File: config.mk
export PLATFORM = sky130hd
export DESIGN_NAME = seq_det_ctrl
export DESIGN_NICKNAME = d
export VERILOG_FILES = /design/src/rtl/seq_det_pkg.sv /design/src/rtl/det_hit_capture.sv /design/src/rtl/seq_det_ctrl.sv
export SDC_FILE = /design/constraint.sdc
export NUM_CORES = 1
export LEC_CHECK = 0
export BUFFER_PORTS_ARGS = -buffer_cell sky130_fd_sc_hd__buf_2
export CORE_MARGIN = 1.5
export CORE_UTILIZATION = 55
export CTS_CLUSTER_SIZE = 8
export DETAILED_ROUTE_END_ITERATION = 6
export GPL_TIMING_DRIVEN = 1
export PLACE_DENSITY = 0.86
export SYNTH_ARGS = -nofsm -noshare
export SYNTH_HDL_FRONTEND = slang
export SYNTH_SLANG_ARGS = --single-unit
export TNS_END_PERCENT = 10
File: constraint.sdc
create_clock -name clk -period 5.8 [get_ports clk]
set_input_delay 0.29 -clock clk [delete_from_list [all_inputs] [get_ports clk]]
set_output_delay 0.29 -clock clk [all_outputs]
set_load 0.03 [all_outputs]
File: src/rtl/seq_det_pkg.sv
// Shared definitions for the sequence-detector controller slice.
//   state_t        : controller FSM states
//   DEF_WIDTH      : default bits per serialized word
//   DEF_CNT_W      : default hit-counter width
//   DEF_IDLE_BIT   : default serial value between words
package seq_det_pkg;

    localparam int   DEF_WIDTH    = 8;
    localparam int   DEF_CNT_W    = 4;
    localparam logic DEF_IDLE_BIT = 1'b0;

    typedef enum logic [1:0] {
        IDLE   = 2'd0,
        SHIFT  = 2'd1,
        DRAIN  = 2'd2,
        RESULT = 2'd3
    } state_t;

endpackage

File: src/rtl/det_hit_capture.sv
// Captures Mealy/Moore detector flags into per-bit hit masks and produces
// popcounts plus a disagreement flag.
//   clk, rst          : clock, async active-high reset
//   clr               : clear masks/counts (word accepted)
//   me_en             : sample flag_me into me_mask[idx]
//   mo_en             : sample flag_mo into mo_mask[idx+1]
//   fin               : DRAIN cycle; sample flag_mo into mo_mask[0], update counts
//   idx               : bit index carried by the current serial bit
//   flag_me, flag_mo  : detector flags
//   me_mask, mo_mask  : hit masks
//   me_cnt, mo_cnt    : popcounts of the masks
//   mismatch          : masks differ
module det_hit_capture #(
    parameter int WIDTH = 8,
    parameter int CNT_W = 4,
    parameter int IDX_W = 3
) (
    input  logic             clk,
    input  logic             rst,
    input  logic             clr,
    input  logic             me_en,
    input  logic             mo_en,
    input  logic             fin,
    input  logic [IDX_W-1:0] idx,
    input  logic             flag_me,
    input  logic             flag_mo,
    output logic [WIDTH-1:0] me_mask,
    output logic [WIDTH-1:0] mo_mask,
    output logic [CNT_W-1:0] me_cnt,
    output logic [CNT_W-1:0] mo_cnt,
    output logic             mismatch
);

    logic [WIDTH-1:0] me_next;
    logic [WIDTH-1:0] mo_next;
    logic [CNT_W-1:0] me_pop;
    logic [CNT_W-1:0] mo_pop;
    logic [IDX_W-1:0] mo_idx;

    // The Moore flag lags one bit, so it belongs to the previously driven bit.
    assign mo_idx = idx + IDX_W'(1);

    always_comb begin
        me_next = me_mask;
        mo_next = mo_mask;
        if (me_en) me_next[idx] = flag_me;
        if (mo_en) mo_next[mo_idx] = flag_mo;
        if (fin)   mo_next[0] = flag_mo;
    end

    // Counts are taken from the next-state masks so the final DRAIN sample
    // is included on the same edge.
    always_comb begin
        me_pop = '0;
        mo_pop = '0;
        for (int i = 0; i < WIDTH; i++) begin
            me_pop = me_pop + CNT_W'(me_next[i]);
            mo_pop = mo_pop + CNT_W'(mo_next[i]);
        end
    end

    always_ff @(posedge clk or posedge rst) begin
        if (rst) begin
            me_mask  <= '0;
            mo_mask  <= '0;
            me_cnt   <= '0;
            mo_cnt   <= '0;
            mismatch <= 1'b0;
        end else if (clr) begin
            me_mask  <= '0;
            mo_mask  <= '0;
            me_cnt   <= '0;
            mo_cnt   <= '0;
            mismatch <= 1'b0;
        end else begin
            me_mask <= me_next;
            mo_mask <= mo_next;
            if (fin) begin
                me_cnt   <= me_pop;
                mo_cnt   <= mo_pop;
                mismatch <= (me_next != mo_next);
            end
        end
    end

endmodule

File: src/rtl/seq_det_ctrl.sv
// Sequences the serial Mealy/Moore detector pair: accepts a word, shifts it
// out MSB-first on det_din, captures both flags bit-aligned and returns hit
// masks, counts and a disagreement flag.
//   clk                  : clock
//   rst_n                : async reset, active-high (historical name)
//   in_valid/in_ready    : input word handshake, in_data word
//   det_din              : registered serial bit to both detectors
//   flag_me, flag_mo     : Mealy flag (current bit), Moore flag (previous bit)
//   out_valid/out_ready  : result handshake
//   me_mask, mo_mask     : per-bit hit masks
//   me_cnt, mo_cnt       : hit counts
//   mismatch             : me_mask != mo_mask
//
// state  | meaning
// IDLE   | waiting for a word, in_ready = 1
// SHIFT  | WIDTH cycles, one serial bit per cycle
// DRAIN  | one cycle to collect the lagging Moore flag of bit 0
// RESULT | out_valid = 1, outputs held until accepted
module seq_det_ctrl
    import seq_det_pkg::*;
#(
    parameter int   WIDTH    = DEF_WIDTH,
    parameter int   CNT_W    = DEF_CNT_W,
    parameter logic IDLE_BIT = DEF_IDLE_BIT
) (
    input  logic             clk,
    input  logic             rst_n,
    input  logic             in_valid,
    output logic             in_ready,
    input  logic [WIDTH-1:0] in_data,
    output logic             det_din,
    input  logic             flag_me,
    input  logic             flag_mo,
    output logic             out_valid,
    input  logic             out_ready,
    output logic [WIDTH-1:0] me_mask,
    output logic [WIDTH-1:0] mo_mask,
    output logic [CNT_W-1:0] me_cnt,
    output logic [CNT_W-1:0] mo_cnt,
    output logic             mismatch
);

    localparam int IDX_W = (WIDTH > 1) ? $clog2(WIDTH) : 1;

    state_t           state;
    state_t           state_next;
    logic [WIDTH-1:0] sh;
    logic [IDX_W-1:0] idx;
    logic             accept;
    logic             cap_me_en;
    logic             cap_mo_en;
    logic             cap_fin;
    logic             last_bit;
    logic             first_bit;

    assign last_bit  = (idx == '0);
    assign first_bit = (idx == IDX_W'(WIDTH - 1));

    always_ff @(posedge clk or posedge rst_n) begin
        if (rst_n) state <= IDLE;
        else       state <= state_next;
    end

    always_comb begin
        state_next = state;
        in_ready   = 1'b0;
        out_valid  = 1'b0;
        accept     = 1'b0;
        cap_me_en  = 1'b0;
        cap_mo_en  = 1'b0;
        cap_fin    = 1'b0;
        case (state)
            IDLE: begin
                in_ready = 1'b1;
                if (in_valid) begin
                    accept     = 1'b1;
                    state_next = SHIFT;
                end
            end
            SHIFT: begin
                cap_me_en = 1'b1;
                // First SHIFT cycle's Moore flag refers to the gap bit, not this word.
                cap_mo_en = !first_bit;
                if (last_bit) state_next = DRAIN;
            end
            DRAIN: begin
                cap_fin    = 1'b1;
                state_next = RESULT;
            end
            RESULT: begin
                out_valid = 1'b1;
                if (out_ready) state_next = IDLE;
            end
            default: state_next = IDLE;
        endcase
    end

    // sh holds the bits still to be sent, next bit always at the MSB.
    always_ff @(posedge clk or posedge rst_n) begin
        if (rst_n) begin
            sh      <= '0;
            idx     <= '0;
            det_din <= IDLE_BIT;
        end else if (accept) begin
            sh      <= in_data << 1;
            idx     <= IDX_W'(WIDTH - 1);
            det_din <= in_data[WIDTH-1];
        end else if (state == SHIFT) begin
            sh <= sh << 1;
            if (last_bit) begin
                det_din <= IDLE_BIT;
            end else begin
                det_din <= sh[WIDTH-1];
                idx     <= idx - IDX_W'(1);
            end
        end else begin
            det_din <= IDLE_BIT;
        end
    end

    det_hit_capture #(
        .WIDTH (WIDTH),
        .CNT_W (CNT_W),
        .IDX_W (IDX_W)
    ) u_cap (
        .clk      (clk),
        .rst      (rst_n),
        .clr      (accept),
        .me_en    (cap_me_en),
        .mo_en    (cap_mo_en),
        .fin      (cap_fin),
        .idx      (idx),
        .flag_me  (flag_me),
        .flag_mo  (flag_mo),
        .me_mask  (me_mask),
        .mo_mask  (mo_mask),
        .me_cnt   (me_cnt),
        .mo_cnt   (mo_cnt),
        .mismatch (mismatch)
    );

endmodule

==> flow_summary.json, run 1 <==
{
  "placedInstanceArea_sq_um": 2521,
  "ys_ff_latch": 38,
  "drive_gt1_frac": 0.2281,
  "core_area_sq_um": 4000,
  "port_buffers": 41,
  "setup_viol": 0,
  "post_cts_resize_count": 0,
  "drv_cap": 0,
  "hold_buffers": 0,
  "synth_nets": 258,
  "crit_arrival_ns": 4.91,
  "synthAdderAreaFrac": 0.1468,
  "dr_total_vias": 1689,
  "drt_iter0_markers": 134,
  "synthMuxAreaShare": 0.1331,
  "post-dp-hpwl_um": 3399,
  "cts.sinks": 38,
  "ant_nets": 0,
  "drc": 0,
  "dieArea_sq_um": 4550,
  "cts_made_buffers": 5,
  "areaGrowthSynthToFinish_pct": 14.51,
  "grt_pass1_wl_um": 7790,
  "synth_top_family_by_area": "simple AND/OR/NAND/NOR gates",
  "cp_data_required_time_ns": 5.97,
  "power_density_nw_per_um2": 571.1,
  "clockBufferDepth": 2,
  "grt_max_degree": 39,
  "relSlewSlack": 0.5468,
  "boundaryPins": 42,
  "leakagePower_nw": 1.368,
  "synth_most_common_cell": "dfrtp_1",
  "place.gp.congestion": 0.8138,
  "diodes": 0,
  "syn-cell-area_sq_um": 2285,
  "clk-insertion-delay-late_ns": 0.30,
  "synth-xor-area-share": 0.04217,
  "die-height_um": 67.45,
  "rsz0062_at_grt": "false",
  "drtPass1Iterations": 4,
  "cts_root_buf": "clkbuf_8",
  "final_hold_viol_count": 0,
  "htreeDepth": 2,
  "synthCells": 222,
  "pre_cts_ws_ns": 1.129,
  "async_reset_ff_frac": 1.000,
  "total_power_w": 0.001494,
  "postCtsSetupBuffers": 0,
  "worstHoldPathType": "input pin to asynchronous set/reset pin",
  "antenna_found_initial": 0,
  "setup-tns-final_ns": 0,
  "yosysUniqueCellTypes": 35,
  "finalClockSkew_ns": 0.01177,
  "final_area_sq_um": 2616,
  "criticalPathCategory": "register to register",
  "path_clk_slew_ns": 0.08,
  "track_usage": 0.2355,
  "yosys_warnings": 0,
  "syn_area_per_cell_sq_um": 10.29,
  "rows": 23,
  "end_kind": "register",
  "via_per_inst": 5.396,
  "setup_ws_ns": 1.054,
  "drv_slew": 0,
  "synth_edf_count": 0,
  "initial_core_util": 0.5712,
  "clock.fmax_mhz": 210.7,
  "cp-start-kind": "register",
  "tritoncts": "yes",
  "overflow": 0,
  "synthSimpleGateAreaFrac": 0.1490,
  "yosys-top-cells-count": "dfrtp_1, nor2_1, mux2i_1",
  "worstMarginPinSlew_ns": 0.6799,
  "netlist_top_cells_area": "dfrtp_1, mux2i_1, ha_1",
  "final_core_util": 0.6541,
  "ir_drop_mv": 0.2570,
  "yosysTopAreaCell": "dfrtp_1",
  "yosysSeqAreaShare": 0.4162,
  "netlist.area_leader.share": 0.4162,
  "die_x_um": 67.45,
  "fin_nets": 298,
  "synth-compound-area-share": 0.05312,
  "grt_pass1_vias": 1645,
  "wl_per_cell_um": 14.89,
  "synth_ff_type": "dfrtp_1",
  "cp_max_fo": 15,
  "period_share": 0.8182,
  "outcome": "complete, no violations",
  "num-fill-cells": 315,
  "wirelength_um": 4660,
  "finalCriticalPeriod_ns": 4.746
}
==> area by class of cell <==
type | instances | area (sq um) | share of cell area
Clock inverter | 2 | 12.51 | 0.004782
Inverter | 24 | 90.09 | 0.03443
Sequential cell | 38 | 950.9 | 0.3635
Tap cell | 50 | 62.56 | 0.02391
Clock buffer | 6 | 82.58 | 0.03156
Multi-Input combinational cell | 150 | 1197 | 0.4577
Timing Repair Buffer | 43 | 220.2 | 0.08417
==> report_power, final <==
group	total, W	leakage [nW]	switching [W]	internal (W)
clock	0.000190	0.0472	0.0000946	0.0000955
sequential	0.000427	0.497	0.0000701	0.000357
combinational	0.000877	0.823	0.000543	0.000333
==> metrics by stage <==
step / instances / hold slack [ns]
final: 313 / 0.09042
after global routing: 313 / 0.1345
after CTS: 313 / 0.1084
after detailed placement: 305 / 0.4288
after global placement: 305 / 0.4224
after floorplan: 222 / 0.3954
==> metal layers <==
layer  track usage  part of all wire
met3       0.04167             0.041
met1        0.3173              0.44
met2        0.3676              0.49
met4        0.1173             0.030
met5             0                 0
==> path summary, 6_finish.rpt <==
check,depth (start not counted),from,endpoint,slack (ns)
max,16,state[1]$_DFFE_PP0P_,u_cap.mo_cnt[1]$_DFFE_PP0P_,1.05
max in group asynchronous,3,rst_n,u_cap.mo_mask[1]$_DFF_PP0_,5.38
min,3,rst_n,u_cap.me_mask[2]$_DFF_PP0_,0.09
min in group clk,3,in_data[0],sh[1]$_DFFE_PP0P_,0.19
min reg2reg,2,u_cap.mo_cnt[1]$_DFFE_PP0P_,u_cap.mo_cnt[1]$_DFFE_PP0P_,0.52
max reg2reg,16,state[1]$_DFFE_PP0P_,u_cap.mo_cnt[1]$_DFFE_PP0P_,1.05
==> cells by family (layout without fill, tap and decap cells) <==
| family | count (synthesis) | after routing |
|---|---|---|
| AND/OR/NAND/NOR | 68 | 68 |
| flip-flops | 38 | 38 |
| adder cells (fa/ha/maj) | 22 | 22 |
| AO/OA/AOI/OAI | 21 | 21 |
| buffers and inverters | 34 | 75 |
| multiplexers | 28 | 28 |
| XOR/XNOR | 11 | 11 |
==> placed cells by master (no fill, tap or decap), types with 3 or more instances in the layout <==
cell      count
buf_2        41
dfrtp_1      38
nor2_1       25
mux2i_1      24
inv_1        22
nand2_1      17
ha_1         14
o21ai_0      13
fa_1          8
xnor2_1       7
clkbuf_8      6
nor3_1        5
nand3b_1      4
xor2_1        4
nand2b_1      3
o211ai_1      3
mux2i_2       3
==> flip-flops by register name, indices dropped and copies added (netlist names) <==
register / flops
det_din: 1
u_cap.mo_mask: 8
u_cap.mo_cnt: 4
u_cap.me_cnt: 4
idx: 3
state: 2
sh: 7
u_cap.mismatch: 1
u_cap.me_mask: 8
==> critical path, stage by stage, from the launching register on <==
cell	delay, ns
dfrtp_1	0.41
inv_1	0.10
ha_1	0.55
nand3b_1	0.29
nor3_1	0.21
nor2_1	0.08
mux2i_1	0.32
inv_1	0.08
ha_1	0.29
inv_1	0.05
fa_1	0.50
fa_1	0.53
fa_1	0.49
fa_1	0.50
inv_1	0.04
mux2i_1	0.13
nor2_1	0.05
Note: power is estimated with default switching activity, not from simulation.
==> run 2: changes to the inputs <==
--- a/config.mk
+++ b/config.mk
@@ -7,11 +7,11 @@
 export LEC_CHECK = 0
 export BUFFER_PORTS_ARGS = -buffer_cell sky130_fd_sc_hd__buf_2
 export CORE_MARGIN = 1.5
-export CORE_UTILIZATION = 55
+export CORE_UTILIZATION = 50
 export CTS_CLUSTER_SIZE = 8
 export DETAILED_ROUTE_END_ITERATION = 6
 export GPL_TIMING_DRIVEN = 1
-export PLACE_DENSITY = 0.86
+export PLACE_DENSITY = 0.83
 export SYNTH_ARGS = -nofsm -noshare
 export SYNTH_HDL_FRONTEND = slang
 export SYNTH_SLANG_ARGS = --single-unit
==> constraint.sdc (replaced) <==
create_clock -name clk -period 4.3 [get_ports clk]
set_input_delay 0.215 -clock clk [delete_from_list [all_inputs] [get_ports clk]]
set_output_delay 0.215 -clock clk [all_outputs]
set_load 0.03 [all_outputs]
==> run 2 against run 1 <==
Effect of this change: first-iteration DRC count rose by 40%; register-to-register slack got worse by 0.82 ns; clock power rose by 100%; cell area rose by 6.9%; sequential share of layout area fell by 2.3 points; power rose by 49%; worst hold slack got worse by 0.070 ns; clock-buffer cell count did not move; wire length rose by 4.7%; combinational power rose by 46%.
==> flow_summary.json, run 2 (same netlist as run 1, synthesis figures left out) <==
{
  "placedInstanceArea_sq_um": 2621,
  "worstHoldPathType": "input pin to asynchronous set/reset pin",
  "finalCriticalPeriod_ns": 4.063,
  "drc": 0,
  "cpPeakStageDelay_ns": 0.56,
  "layout.cells.most_common_list": "buf_2, dfrtp_1, nor2_1, mux2i_1, inv_1",
  "cp_data_required_time_ns": 4.47,
  "die-height_um": 70.60,
  "track_usage": 0.2104,
  "post-dp-hpwl_um": 3599,
  "drv_cap": 0,
  "relSlewSlack": 0.5226,
  "areaGrowthSynthToFinish_pct": 22.40,
  "wirelength_um": 4877,
  "grt_max_degree": 39,
  "dr_total_vias": 1732,
  "drive_gt1_frac": 0.2816,
  "path_clk_slew_ns": 0.08,
  "core_area_sq_um": 4384,
  "drt_iter0_markers": 187,
  "crit_arrival_ns": 4.23,
  "fin_hold_ws_ns": 0.02026,
  "cts_root_buf": "clkbuf_8",
  "setup-tns-final_ns": 0,
  "fin_nets": 312,
  "antenna_found_initial": 0,
  "dp_cells": 320,
  "overflow": 0,
  "diodes": 0,
  "grt_pass1_vias": 1705,
  "rows": 24,
  "cts_made_buffers": 5,
  "htreeDepth": 2,
  "clk-insertion-delay-late_ns": 0.29,
  "via_per_inst": 5.264,
  "total_power_w": 0.002224,
  "tritoncts": "yes",
  "initial_core_util": 0.5211,
  "drtPass1Iterations": 4,
  "criticalPathCategory": "register to register",
  "drv_slew": 0,
  "biggestRegsByFlops": "u_cap.me_mask: 8 flops, u_cap.mo_mask: 8 flops, sh: 7 flops",
  "port_buffers": 41,
  "finalClockSkew_ns": 0.006255,
  "outcome": "complete, no violations",
  "die_x_um": 70.60,
  "final_area_sq_um": 2796,
  "end_kind": "register",
  "final_hold_viol_count": 0,
  "final_common_cell": "buf_2",
  "layout.cells.non_filler": 329,
  "period_share": 0.9449,
  "power_density_nw_per_um2": 795.4,
  "worstMarginPinSlew_ns": 0.7086,
  "setup_viol": 0,
  "hold_buffers": 0,
  "cp_slowest_cell": "fa_1",
  "ant_nets": 0,
  "crit_chain": "ha_1, ha_1, nand3b_1, nor3_1, nor2_1, mux2i_1, inv_1, ha_1, inv_1, fa_1, fa_1, fa_2, fa_1, xnor2_1, mux2i_1, nor2_1",
  "dieArea_sq_um": 4984,
  "clock.fmax_mhz": 246.1,
  "clockBufferDepth": 2,
  "num-fill-cells": 334,
  "wl_per_cell_um": 14.82,
  "ir_drop_mv": 0.2932,
  "leakagePower_nw": 1.457,
  "grt_pass1_wl_um": 8142,
  "place.gp.congestion": 0.8757,
  "cp_max_fo": 4,
  "cts.sinks": 38,
  "cp-start-kind": "register",
  "boundaryPins": 42
}
[run 2: cell count changes in the layout (fill, tap and decap cells not counted), sizes merged]
cell      delta
buf         +14
bufinv       +2
clkinvlp     -1
clkinv       -1
[run 2: path summary, 6_finish.rpt]
path / start / end / slack (ns) / cells past startpoint
min in group clk: in_data[0] / sh[1]$_DFFE_PP0P_ / 0.11 / 3
max in group asynchronous: rst_n / u_cap.mo_cnt[0]$_DFFE_PP0P_ / 3.95 / 3
worst max-delay path: idx[0]$_DFFE_PP0P_ / u_cap.mo_cnt[2]$_DFFE_PP0P_ / 0.24 / 16
worst max register to register: idx[0]$_DFFE_PP0P_ / u_cap.mo_cnt[2]$_DFFE_PP0P_ / 0.24 / 16
worst min register to register: u_cap.me_cnt[1]$_DFFE_PP0P_ / u_cap.me_cnt[1]$_DFFE_PP0P_ / 0.53 / 2
worst min-delay path: rst_n / u_cap.me_cnt[3]$_DFFE_PP0P_ / 0.02 / 3
[run 2: what timing repair did]
action	in CTS	in global routing
buffers inserted	0	1
endpoints found under the setup margin	0	4
resized for setup	0	5
[run 2: layout make-up]
| class | count | area (sq um) | share of cell area |
|---|---|---|---|
| sequential | 38 | 950.9 | 0.3400 |
| timing repair buffer | 57 | 325.3 | 0.1163 |
| inverter | 24 | 90.09 | 0.03221 |
| clock buffer | 6 | 82.58 | 0.02953 |
| multi-input combinational | 150 | 1222 | 0.4371 |
| tap | 52 | 65.06 | 0.02327 |
| clock inverter | 2 | 60.06 | 0.02148 |
[run 2: where the power goes]
group,switching (W),internal [W]
clock network,0.000133,0.000248
logic,0.000758,0.000517
registers,0.0000867,0.000482
[run 2: per-layer routing]
metal,up-vias,wire [um],part of all wire,global-route usage
met5,-,0,0,0
met3,6,266,0.055,0.05271
met2,54,2475,0.51,0.3375
met4,0,55,0.011,0.06289
met1,838,2080,0.43,0.2867
li1,834,-,-,-
[run 2: metrics by stage]
stage / setup slack, ns / utilization
2_1_floorplan: 0.1409 / -
3_3_place_gp: 0.1717 / 0.5979
3_5_place_dp: 0.09050 / 0.5979
4_1_cts: 0.05049 / 0.6304
5_1_grt: -0.007760 / 0.6378
6_report: 0.2371 / 0.6378
[run 2: worst max-delay path, delay by kind of cell (launching register included)]
kind	cells	cell delay, ns
mux	2	0.32
flops	1	0.42
xor+xnor	1	0.14
buf+inv	2	0.12
fa+ha+maj	7	2.46
simple gates	4	0.47
==> run 3: changes to the inputs <==
--- a/config.mk
+++ b/config.mk
@@ -10,7 +10,7 @@
 export CORE_UTILIZATION = 50
 export CTS_CLUSTER_SIZE = 8
 export DETAILED_ROUTE_END_ITERATION = 6
-export GPL_TIMING_DRIVEN = 1
+export GPL_TIMING_DRIVEN = 0
 export PLACE_DENSITY = 0.83
 export SYNTH_ARGS = -nofsm -noshare
 export SYNTH_HDL_FRONTEND = slang
==> run 3 against run 2 <==
Effect of this change: via count is essentially flat; clock power shrank 3%; non-clock buffer count shrank 1; cell area grew 0.90%; global-route usage grew 1.1 points; sequential cell count is the same; critical path depth shrank 3; largest cell class unchanged; largest power group unchanged; highest routed layer unchanged.
==> flow_summary.json, run 3 (same netlist as run 1, synthesis figures left out) <==
{
  "outcome": "complete, no violations",
  "total_power_w": 0.002269,
  "via_per_inst": 5.277,
  "layout.cells.most_common_list": "buf_2, dfrtp_1, nor2_1, mux2i_1, inv_1",
  "biggestRegsByFlops": "u_cap.me_mask: 8 flops, u_cap.mo_mask: 8 flops, sh: 7 flops",
  "drv_cap": 0,
  "wirelength_um": 5147,
  "drtPass1Iterations": 4,
  "fin_hold_ws_ns": 0.06027,
  "setup_viol": 0,
  "initial_core_util": 0.5211,
  "final_area_sq_um": 2821,
  "wl_per_cell_um": 15.69,
  "final_hold_viol_count": 0,
  "fin_nets": 311,
  "worstMarginPinSlew_ns": 0.7939,
  "criticalPathCategory": "register to register",
  "r2r_start": "idx[1]$_DFFE_PP0P_",
  "cts.sinks": 38,
  "r2r-end": "u_cap.mo_cnt[1]$_DFFE_PP0P_",
  "grt_max_degree": 39,
  "final_common_cell": "buf_2",
  "drt_iter0_markers": 115,
  "ir_drop_mv": 0.3383,
  "cp_data_required_time_ns": 4.47,
  "drc": 0,
  "rows": 24,
  "core_area_sq_um": 4384,
  "track_usage": 0.2211,
  "cp-start-kind": "register",
  "end_kind": "register",
  "grt_pass1_vias": 1801,
  "place.gp.congestion": 0.8783,
  "tritoncts": "yes",
  "overflow": 0,
  "leakagePower_nw": 1.421,
  "die_x_um": 70.60,
  "clk-insertion-delay-late_ns": 0.29,
  "path_clk_slew_ns": 0.08,
  "die-height_um": 70.60,
  "hold_buffers": 0,
  "cts_root_buf": "clkbuf_8",
  "drive_gt1_frac": 0.2935,
  "r2r_cells": 13,
  "cts_made_buffers": 5,
  "dieArea_sq_um": 4984,
  "power_density_nw_per_um2": 804.0,
  "htreeDepth": 2,
  "post-dp-hpwl_um": 3596,
  "r2r_slack_ns": 0.09,
  "worstHoldPathType": "input pin to asynchronous set/reset pin",
  "final_core_util": 0.6436,
  "finalCriticalPeriod_ns": 4.210,
  "boundaryPins": 42,
  "grt_pass1_wl_um": 8535,
  "num-fill-cells": 340,
  "clockBufferDepth": 2,
  "diodes": 0,
  "antenna_found_initial": 0,
  "port_buffers": 39,
  "placedInstanceArea_sq_um": 2545,
  "finalClockSkew_ns": 0.005055,
  "clock.fmax_mhz": 237.5,
  "period_share": 0.9791,
  "ant_nets": 0,
  "cp_max_fo": 4,
  "drv_slew": 0,
  "crit_arrival_ns": 4.38,
  "areaGrowthSynthToFinish_pct": 23.49,
  "setup-tns-final_ns": 0,
  "dr_total_vias": 1731,
  "relSlewSlack": 0.4699
}
[run 3: cell types whose count changed in the layout (fill, tap and decap cells not counted), moves of 2 or more]
cell / change
buf_4: -6
ha_1: -2
mux2i_1: -4
ha_4: +2
clkbuf_1: +5
inv_1: -2
mux2i_2: +3
[run 3: how the worst max path moves through the flow]
stage	from	to	slack (ns)	cells past startpoint
final	idx[1]$_DFFE_PP0P_	u_cap.mo_cnt[1]$_DFFE_PP0P_	0.09	13
after global routing	idx[1]$_DFFE_PP0P_	u_cap.mo_cnt[1]$_DFFE_PP0P_	-0.04	13
after CTS	idx[1]$_DFFE_PP0P_	u_cap.mo_cnt[1]$_DFFE_PP0P_	0.008	15
after detailed placement	idx[0]$_DFFE_PP0P_	u_cap.mo_cnt[1]$_DFFE_PP0P_	-0.24	17
after global placement	idx[0]$_DFFE_PP0P_	u_cap.mo_cnt[1]$_DFFE_PP0P_	-0.13	17
after floorplan	idx[0]$_DFFE_PP0P_	u_cap.mo_cnt[1]$_DFFE_PP0P_	0.14	17
[run 3: metal layers]
layer	track usage	wire length, um
met5	0	0
met4	0.09853	136
met3	0.04131	269
met2	0.3648	2529
met1	0.2869	2213
[run 3: final cells by class]
type                       count  area, sq um  area share
buffer                         9        42.54     0.01508
clock buffer                   5        68.82     0.02439
clock inverter                 3        68.82     0.02439
inverter                      24        92.59     0.03282
multi-input combinational    150         1276      0.4523
sequential                    38        952.2      0.3375
tap                           52        65.06     0.02306
timing repair buffer          47        255.2     0.09047
[run 3: where the power goes]
group | total, W | switching [W] | internal, W | leakage (nW)
sequential | 0.000568 | 0.0000847 | 0.000483 | 0.496
combinational | 0.00133 | 0.000796 | 0.000539 | 0.856
clock | 0.000367 | 0.000134 | 0.000232 | 0.0683
[run 3: what timing repair did]
action	in CTS	in global routing
hold endpoints to repair	0	0
gates resized for setup	8	10
buffers inserted	6	2
pin swaps	0	3
setup endpoints to repair	4	4
[run 3: through the flow]
step,setup WS (ns),instances
floorplan,0.1409,222
global placement,-0.1312,313
detailed placement,-0.2350,313
CTS,0.007906,326
global route,-0.04249,328
finish,0.08984,328
[run 3: critical path: stages, from the launching register on]
cell and delay (ns):
dfrtp_2 0.44, ha_1 0.22, ha_4 0.17, nand3b_1 0.19, buf_4 0.17, nor3b_1 0.26, mux2i_1 0.45, fa_1 0.52
fa_1 0.52, fa_2 0.43, fa_1 0.49, inv_1 0.04, mux2i_1 0.12, nor2_1 0.06
